<file path="src/rtl/shift_add_multiplier_pkg.sv">
// Shared definitions for the shift-add multiplier: controller state encoding
// and the iteration-counter width derivation.
package shift_add_multiplier_pkg;

  typedef enum logic [1:0] {
    ST_IDLE  = 2'd0,
    ST_INIT  = 2'd1,
    ST_SHIFT = 2'd2,
    ST_DONE  = 2'd3
  } state_t;

  // Counter width needed to count WIDTH shift iterations (0 .. WIDTH-1).
  function automatic int cnt_width(input int width);
    return (width < 2) ? 1 : $clog2(width);
  endfunction

endpackage

</file>
<file path="src/rtl/mult_ctrl_fsm.sv">
// Controller for the shift-add multiplier: sequences IDLE -> INIT -> WIDTH
// SHIFT cycles -> DONE and exposes registered Moore strobes to the datapath.
module mult_ctrl_fsm
  import shift_add_multiplier_pkg::*;
#(
  parameter int WIDTH = 8
) (
  input  logic clock,
  input  logic reset,
  input  logic start,
  output logic init,
  output logic SR,
  output logic done,
  output logic busy,
  output logic last_shift
);

  localparam int CNT_W = cnt_width(WIDTH);
  localparam logic [CNT_W-1:0] LAST_CNT = CNT_W'(WIDTH - 1);

  state_t           state;
  logic [CNT_W-1:0] count;

  // State, iteration count and output strobes; outputs are registered
  // together with the state they decode so they never glitch.
  always_ff @(posedge clock or posedge reset) begin
    if (reset) begin
      state <= ST_IDLE;
      count <= '0;
      init  <= 1'b0;
      SR    <= 1'b0;
      done  <= 1'b0;
      busy  <= 1'b0;
    end else begin
      // NOTE: non-blocking assignments keep every register reading the
      // pre-edge value of the others, independent of statement order.
      unique case (state)
        ST_IDLE: begin
          if (start) begin
            state <= ST_INIT;
            init  <= 1'b1;
            busy  <= 1'b1;
          end
          SR   <= 1'b0;
          done <= 1'b0;
        end
        ST_INIT: begin
          state <= ST_SHIFT;
          count <= '0;
          init  <= 1'b0;
          SR    <= 1'b1;
          done  <= 1'b0;
          busy  <= 1'b1;
        end
        ST_SHIFT: begin
          count <= count + 1'b1;
          init  <= 1'b0;
          busy  <= 1'b1;
          if (count == LAST_CNT) begin
            state <= ST_DONE;
            SR    <= 1'b0;
            done  <= 1'b1;
          end
        end
        ST_DONE: begin
          state <= ST_IDLE;
          init  <= 1'b0;
          SR    <= 1'b0;
          done  <= 1'b0;
          busy  <= 1'b0;
        end
        default: begin
          state <= ST_IDLE;
          init  <= 1'b0;
          SR    <= 1'b0;
          done  <= 1'b0;
          busy  <= 1'b0;
        end
      endcase
    end
  end

  // The final shift edge is the one that also loads the product register.
  assign last_shift = SR && (count == LAST_CNT);

endmodule

</file>
<file path="src/rtl/shift_add_multiplier.sv">
// Sequential unsigned shift-add multiplier: M, A, Q and carry datapath driven
// by mult_ctrl_fsm, with a start/done/busy handshake and registered product.
module shift_add_multiplier
  import shift_add_multiplier_pkg::*;
#(
  parameter int WIDTH = 8
) (
  input  logic               clock,
  input  logic               reset,
  input  logic               start,
  input  logic [WIDTH-1:0]   multiplicand,
  input  logic [WIDTH-1:0]   multiplier,
  output logic               busy,
  output logic               done,
  output logic [2*WIDTH-1:0] product,
  output logic               init,
  output logic               SR
);

  logic [WIDTH-1:0] m_r;
  logic [WIDTH-1:0] a_r;
  logic [WIDTH-1:0] q_r;
  logic             c_r;
  logic             last_shift;
  logic [WIDTH:0]   sum;
  logic             accept;

  mult_ctrl_fsm #(.WIDTH(WIDTH)) u_ctrl (
    .clock      (clock),
    .reset      (reset),
    .start      (start),
    .init       (init),
    .SR         (SR),
    .done       (done),
    .busy       (busy),
    .last_shift (last_shift)
  );

  // busy is low only in IDLE, so this is exactly the accept edge.
  assign accept = start && !busy;

  // Partial-product add, one bit wider so the carry lands in C. C is always
  // zero here after INIT or a shift, so including it keeps {C,A} exact.
  assign sum = {c_r, a_r} + (q_r[0] ? {1'b0, m_r} : '0);

  // Operand capture, accumulator clear, add-and-shift, and product load.
  always_ff @(posedge clock or posedge reset) begin
    if (reset) begin
      m_r     <= '0;
      a_r     <= '0;
      q_r     <= '0;
      c_r     <= 1'b0;
      product <= '0;
    end else begin
      if (accept) begin
        m_r <= multiplicand;
        q_r <= multiplier;
      end
      if (init) begin
        a_r <= '0;
        c_r <= 1'b0;
      end
      if (SR) begin
        // {C,A,Q} <= {sum,Q} >> 1 with C zero-filled.
        c_r <= 1'b0;
        a_r <= sum[WIDTH:1];
        q_r <= {sum[0], q_r[WIDTH-1:1]};
      end
      // Load the post-shift result on the DONE entry edge.
      if (last_shift) begin
        product <= {sum, q_r[WIDTH-1:1]};
      end
    end
  end

endmodule
</file>
<file path="config.mk">
export PLATFORM = sky130hd
export DESIGN_NAME = shift_add_multiplier
export DESIGN_NICKNAME = d
export VERILOG_FILES = /design/src/rtl/shift_add_multiplier_pkg.sv /design/src/rtl/mult_ctrl_fsm.sv /design/src/rtl/shift_add_multiplier.sv
export SDC_FILE = /design/constraint.sdc
export NUM_CORES = 1
export LEC_CHECK = 0
export ABC_AREA = 1
export BUFFER_PORTS_ARGS = -buffer_cell sky130_fd_sc_hd__buf_2
export CAP_MARGIN = 10
export CORE_UTILIZATION = 40
export DETAILED_ROUTE_END_ITERATION = 7
export GPL_ROUTABILITY_DRIVEN = 1
export HOLD_SLACK_MARGIN = 0.03
export PLACE_DENSITY = 0.6
export SETUP_SLACK_MARGIN = 0.4
export SYNTH_ARGS = -nofsm -noshare
export SYNTH_HDL_FRONTEND = slang
export SYNTH_HIERARCHICAL = 1
export SYNTH_SLANG_ARGS = --single-unit
</file>
<file path="constraint.sdc">
create_clock -name clock -period 1.8 [get_ports clock]
set_input_delay 0.18 -clock clock [delete_from_list [all_inputs] [get_ports clock]]
set_output_delay 0.18 -clock clock [all_outputs]
set_load 0.05 [all_outputs]
</file>
==> Word level (Yosys, flattened, before mapping) <==
Index checks and enable logic that the tools add are counted.
{ "op_classes": {"n_mux": 18, "reduce_logical": 12, "n_eq_ne": 6, "add_sub_neg": 2} }
{ "op_table": {"columns": ["cell", "count"], "rows": [
  ["8-bit two-way mux", 5],
  ["9-bit by 8-bit adder with 9-bit output", 1],
  ["2-bit one-hot mux with 4 select lines", 1],
  ["1-bit one-hot mux with 3 select lines", 2],
  ["3-bit one-hot mux with 2 select lines", 1],
  ["2-bit nonzero test", 3],
  ["3-bit OR reduction", 2],
  ["1-bit two-way mux", 5],
  ["2-bit equality test, second input constant", 2],
  ["2-bit two-way mux", 2],
  ["1-bit one-hot mux with 2 select lines", 2],
  ["2-bit OR reduction", 2],
  ["3-bit by 1-bit adder with 3-bit output, second input constant", 1],
  ["3-bit equality test, second input constant", 1],
  ["2-bit by 1-bit equality test with 1-bit output, second input constant", 1],
  ["1-bit logical AND", 2],
  ["2-bit zero test", 1],
  ["2-bit by 1-bit inequality test with 1-bit output, second input constant", 1],
  ["2-bit inequality test, second input constant", 1],
  ["2-bit AND reduction", 1],
  ["1-bit zero test", 1]
]} }
{ "word_totals": {"output_inout_bits": 20, "wordCells": 49, "register_bits": 50, "inputBits": 19} }

==> Depth between registers and ports, before layout <==
Gate-level depths: netlist of run 1.
{ "logic_depth": {"ltp_word": 4, "depth_mapped": 13, "ltp_nobuf": 12} }

==> Cells and area by module <==
Netlist of run 1, hierarchy kept.
{ "modules_own_cells": {"columns": ["module", "seq_area_each_um2", "cells_per_inst", "n_inst", "area_each_um2"], "rows": [
  ["shift_add_multiplier", 1001.0, 236, 1, 2062.0],
  ["mult_ctrl_fsm", 225.2, 59, 1, 499.2]
]} }

==> Worst setup path before layout of run 1 <==
Ideal clock, no wire load.
{ "synth_path": {"path_kind": "register to register", "startpoint": "register q_r[0]", "endpoint": "register product[15]", "path_stages_with_launch": 14, "setup_slack_ns": 0.022, "setup_ns": 0.118, "required_time_ns": 1.682, "path_buffers": 1, "period_less_slack_ns": 1.778, "t_arrival_ns": 1.660, "path_cell_list": "dfrtp_1 > clkbuf_1 > nand2_1 > inv_1 > ha_1 > fa_1 > nand2_1 > nand2_1 > nand3_2 > nand2_2 > nand2_1 > nand2_1 > nand2_1 > nand2_1"} }
{ "synth_via": {"elab_chain_cells": 2} }
{ "synth_rtl": {"columns": ["element", "line", "text"], "rows": [
  ["start: declaration", "shift_add_multiplier.sv:22", "logic [WIDTH-1:0] q_r;"],
  ["start signal: assignment", "shift_add_multiplier.sv:57", "q_r <= multiplier;"],
  ["start signal: assignment", "shift_add_multiplier.sv:67", "q_r <= {sum[0], q_r[WIDTH-1:1]};"],
  ["8-bit two-way mux", "shift_add_multiplier.sv:44", "assign sum = {c_r, a_r} + (q_r[0] ? {1'b0, m_r} : '0);"],
  ["9-bit by 8-bit adder with 9-bit output", "shift_add_multiplier.sv:44", null],
  ["end signal: assignment", "shift_add_multiplier.sv:71", "product <= {sum, q_r[WIDTH-1:1]};"],
  ["end: declaration", "shift_add_multiplier.sv:15", "output logic [2*WIDTH-1:0] product,"]
]} }
Every way passes these cells.
A chain may end at the register's enable or synchronous reset.

==> Final worst setup path of run 1 <==
Same ends and word-level chain as after synthesis.

==> impl_metrics.yaml, run 1 <==
run_status:
  outcome: "complete, no violations"
clock_network:
  clockRootBuffer: "clkbuf_8"
  cts_tree: "yes"
  cts.sinks: 49
  htreeDepth: 2
  cts_made_buffers: 5
  cts.clk_slew.worst_paths_ns: 0.09
  clk_path_buf_depth: 2
  clk_latency_ns: 0.30
timing:
  hold_viol: 0
  slew_headroom_pct: 66.5
  finalCriticalPeriod_ns: 1.61
  slew_viol_final: 0
  setup_viol: 0
  period_share_pct: 89.6
  worst_pin_slew_ns: 0.503
  clock_skew_ns: 0.00993
  rsz0062_at_grt: "true"
  setup_ws_ns: 0.186
  clock.fmax_ghz: 0.620
  tns_ns: 0
drt:
  detail_route.wl_per_cell_um: 12.1
  drc_errors: 0
  via_count: 1980
  drtIter0Drc: 91
  dr.pass1.iters: 4
  drt-total-wl_mm: 5.06
  ant_nets: 0
  vias_per_cell: 4.74
grt:
  grt_max_degree: 41
  grt_pass1_wl_mm: 8.41
  antenna_found_initial: 0
  grt_pass1_vias: 1912
  grtUsageTotal_pct: 16.5
  grt_overflow: 0
layout:
  drive_gt1_share_pct: 33.5
  layout.nets: 378
  layout_common_cells: "101 x nand2_1, 48 x dfrtp_1, 37 x buf_2"
  nFillCells: 593
  fin_cells: 418
  synthToLayoutAreaGrowth_pct: 23.4
  mostFrequentLayoutCell: "nand2_1"
  utilization_pct: 52.1
  antenna_cells: 0
worst_setup_path:
  end_kind: "flop"
  r2r_cells: 11
  cp_max_fo: 8
  required_ns: 2.00
  crit_path_start_kind: "flop"
  arrival_ns: 1.81
  setup.worst_path.class: "flop to flop"
place:
  gp_congestion: 0.800
  portBuffers: 38
  hpwlAfterDp_mm: 3.80
  place_inst: 405
  dp_slack_ns: 0.166
floorplan:
  core.rowCount: 28
  core-area_um2: 6060
  die_width_um: 82.0
  die_h_um: 82.0
  die-area_um2: 6730
  pin_count: 39
  start_util_pct: 42.3
power:
  peakVddDrop_mv: 0.940
  power_density_nw_per_um2: 1570
  leakage_nw: 1.77
  finalPower_mw: 4.96
yosys:
  synthCells: 295
  ys_ff_latch: 49
  synth_area_um2: 2560
  synth_area_per_cell_um2: 8.68
  syn_nets: 331
  ys_types: 30
  yosysSeqAreaShare_pct: 47.9
  yosysWarnings: 6
worst_hold_path:
  min_path_type: "input pin to flop"
  whs_path_depth: 2
flow_run:
  maxCapViolations: 0
## routing by layer
metal / track usage [%] / wire length [µm]
met5: 0 / 0
met4: 5.44 / 60
met3: 2.78 / 164
met2: 26.0 / 2330
met1: 23.1 / 2500
## flip-flops by register name, summed over array words and instances, names as in the netlist
signal and cells:
q_r 8, a_r 8, u_ctrl/init 1, u_ctrl/state 2, u_ctrl/SR 1, m_r 8, u_ctrl/count 3, u_ctrl/busy 1
u_ctrl/done 1, product 16
## final timing paths
kind                            slack [ns]            start         endpoint
worst max-delay path                  0.19           q_r[0]      product[15]
worst min-delay path                  0.11  multiplicand[5]           m_r[5]
worst max register to register        0.19           q_r[0]      product[15]
worst min register to register        0.48       product[7]       product[7]
max in group asynchronous             0.90            reset           m_r[4]
min in group asynchronous             0.39            reset  u_ctrl/count[0]
## power breakdown
group          internal, mW  switching [mW]
registers              1.42           0.251
clock network         0.416           0.387
logic                  1.04            1.45
## what timing repair did
| item | in CTS | in global routing |
|---|---|---|
| cloned | 0 | 0 |
| hold buffers | 1 | 0 |
| buffers inserted | 4 | 0 |
| pin swaps | 10 | 13 |
| resized for setup | 11 | 24 |
| endpoints found under the hold margin | 49 | 0 |
| setup endpoints to repair | 25 | 24 |
## synthesized netlist by cell type (all sizes together)
master    n  area (µm²)
inv      30         115
nor2     12        50.1
a21oi     3        26.3
nand3b    2        27.5
ha       16         200
clkbuf    1        3.75
nand2   126         507
xnor2     1        8.76
a22o      1        8.76
or2       2        17.5
o21ai     3        15.0
dfrtp    49        1230
a31oi     8        50.1
nand3    24         130
mux2      8        90.1
fa        1        20.0
a21o      1        7.51
buf       6        53.8
clkinv    1        3.75
## layout make-up
type | count | area (µm²) | share of cell area, %
Clock inverter | 3 | 46.3 | 1.47
Tap cell | 75 | 93.8 | 2.97
Timing Repair Buffer | 47 | 270 | 8.55
Clock buffer | 5 | 68.8 | 2.18
Multi-Input combinational cell | 208 | 1330 | 42.0
Inverter | 31 | 126 | 4.00
Sequential cell | 49 | 1230 | 38.9
## worst max-delay path, stage by stage (launching register included)
cell     delay [ns]
dfrtp_1        0.40
buf_6          0.15
nand2_2        0.07
inv_2          0.04
ha_4           0.25
or2_4          0.24
nand3_2        0.08
nand2_2        0.05
nand2_1        0.06
nand2_1        0.06
nand2_1        0.06
nand2_1        0.05
## through the flow
stage / hold slack (ns) / cell area [µm²]
after global placement: 0.176 / 2900
final: 0.107 / 3160
after CTS: 0.106 / 3090
after global routing: 0.112 / 3160
after detailed placement: 0.179 / 2900
after floorplan: 0.00785 / 2660
## cells by family (layout without fill, tap and decap cells)
group	count (synthesis)	count (layout)	synth area share, %
and+or+nand+nor	166	166	28.6
DFF	49	49	47.9
buffers and inverters	38	86	6.89
xor gates and xnor gates	1	1	0.342
muxes	8	8	3.52
AOI/OAI and AO/OA	16	16	4.20
adders and majority gates	17	17	8.60
(Power assumes the default switching activity.)
==> run 2: changes to the inputs <==
- REMOVE_ABC_BUFFERS: not set -> 1
==> impl_metrics.yaml, run 2 (synthesized netlist as in run 1, its figures left out) <==
run_status:
  outcome: "complete, no violations"
layout:
  layout.nets: 383
  regArea_um2: 1230
  utilization_pct: 53.4
  nFillCells: 570
  largest_register_ff_count: 16
  antenna_cells: 0
  layout_common_cells: "102 x nand2_1, 49 x dfrtp_1, 37 x buf_2"
  top_register: "product"
  multi_input_comb_area_um2: 1370
  synthToLayoutAreaGrowth_pct: 26.4
  mostFrequentLayoutCell: "nand2_1"
  drive_gt1_share_pct: 33.9
drt:
  via_count: 2012
  detail_route.wl_per_cell_um: 12.2
  vias_per_cell: 4.76
  drt-total-wl_mm: 5.16
  dr.pass1.iters: 6
  ant_nets: 0
  drtIter0Drc: 82
  drc_errors: 0
timing:
  slew_headroom_pct: 66.7
  whs_ns: 0.103
  rsz0062_at_grt: "true"
  finalCriticalPeriod_ns: 1.64
  hold_viol: 0
  period_share_pct: 91.1
  clock.fmax_ghz: 0.610
  worst_pin_slew_ns: 0.500
  setup_ws_ns: 0.161
  clock_skew_ns: 0.00417
  slew_viol_final: 0
  setup_viol: 0
grt:
  grt_pass1_wl_mm: 8.27
  antenna_found_initial: 0
  grt_overflow: 0
  grt_max_degree: 41
  grt_pass1_vias: 1728
  grtUsageTotal_pct: 16.5
worst_setup_path:
  r2r_cells: 10
  crit_path_start_kind: "flop"
  arrival_ns: 1.89
  cp_max_fo: 4
  reg2reg_from: "q_r[0]"
  regToRegEndpoint: "product[14]"
  end_kind: "flop"
  setup.worst_path.class: "flop to flop"
  rrSetupSlack_ns: 0.16
  required_ns: 2.05
flow_run:
  maxCapViolations: 0
floorplan:
  pin_count: 39
  die-area_um2: 6730
  die_h_um: 82.0
  core-area_um2: 6060
  die_width_um: 82.0
  start_util_pct: 42.3
  core.rowCount: 28
clock_network:
  htreeDepth: 2
  cts.sinks: 49
  cts_made_buffers: 5
  cts.clk_slew.worst_paths_ns: 0.09
  clockRootBuffer: "clkbuf_8"
  cts_tree: "yes"
  clk_path_buf_depth: 2
  clk_latency_ns: 0.30
place:
  dp_slack_ns: 0.0716
  hpwlAfterDp_mm: 3.57
  gp_congestion: 0.765
  portBuffers: 38
worst_hold_path:
  hp-start: "multiplicand[6]"
  min_path_type: "input pin to flop"
  min_to: "m_r[6]"
  whs_path_depth: 2
power:
  leakage_nw: 1.80
  peakVddDrop_mv: 0.724
  power_density_nw_per_um2: 1590
## run 2: cell count changes in the layout (fill, tap and decap cells not counted), moves of 2 or more
| cell | before | now |
|---|---|---|
| buf_4 | 7 | 11 |
| clkinv_4 | 2 | 0 |
| inv_1 | 23 | 26 |
| inv_2 | 5 | 3 |
| nand2_4 | 5 | 3 |
| nand3_1 | 18 | 14 |
| nand3_2 | 5 | 7 |
| nand3_4 | 1 | 3 |
## run 2: how the worst max path moves through the flow
stage          slack (ns)          end       from  cells past startpoint
2_1_floorplan       -0.20   product[9]  u_ctrl/SR                      5
3_3_place_gp         0.10  product[15]     q_r[0]                     12
3_5_place_dp         0.07       a_r[7]     q_r[0]                     12
4_1_cts              0.15  product[15]     q_r[0]                     12
5_1_grt              0.06  product[14]     q_r[0]                     11
6_report             0.16  product[14]     q_r[0]                     10
## run 2: power breakdown
group          leakage, nW  total [mW]  internal (mW)  switching [mW]
combinational         1.12        2.66           1.14            1.52
clock               0.0585       0.822          0.453           0.368
sequential           0.628        1.67           1.42           0.242
## run 2: per-stage QoR
| stage | TNS (ns) | total power, mW | instance area (µm²) | cells |
|---|---|---|---|---|
| after floorplan | -2.79 | 3.22 | 2500 | 288 |
| after global placement | 0 | 3.67 | 2840 | 408 |
| after detailed placement | 0 | 3.71 | 2840 | 408 |
| after CTS | 0 | 4.85 | 3090 | 419 |
| after global routing | 0 | 5.55 | 3240 | 423 |
| final | 0 | 5.14 | 3240 | 423 |
## run 2: timing repair
item | 4_1_cts | 5_1_grt
endpoints found under the setup margin | 24 | 25
hold endpoints to repair | 49 | 0
pin swaps | 14 | 15
gates cloned | 0 | 0
resized for setup | 19 | 33
buffers inserted | 2 | 4
hold buffers | 1 | 0
## run 2: per-layer routing
metal	wire [µm]	track usage [%]	vias to the layer above
li1	-	-	1028
met1	2430	22.3	937
met2	2400	26.0	41
met3	269	3.89	6
met4	61	5.26	0
met5	0	0	-
## run 2: worst max-delay path: stages, from the launching register on
cell	delay (ns)
dfrtp_1	0.41
buf_6	0.14
nand2_4	0.05
inv_2	0.04
ha_4	0.26
or2_4	0.30
nand3_4	0.09
nand2_2	0.05
nand2_2	0.08
nand3_2	0.09
nand2_1	0.07
## run 2: final cells by class
cell class	instances	share of cell area, %
multi-input combinational	208	42.2
sequential	49	37.9
timing repair buffer	52	9.74
inverter	31	3.67
tap	75	2.90
clock buffer	7	2.67
clock inverter	1	0.927
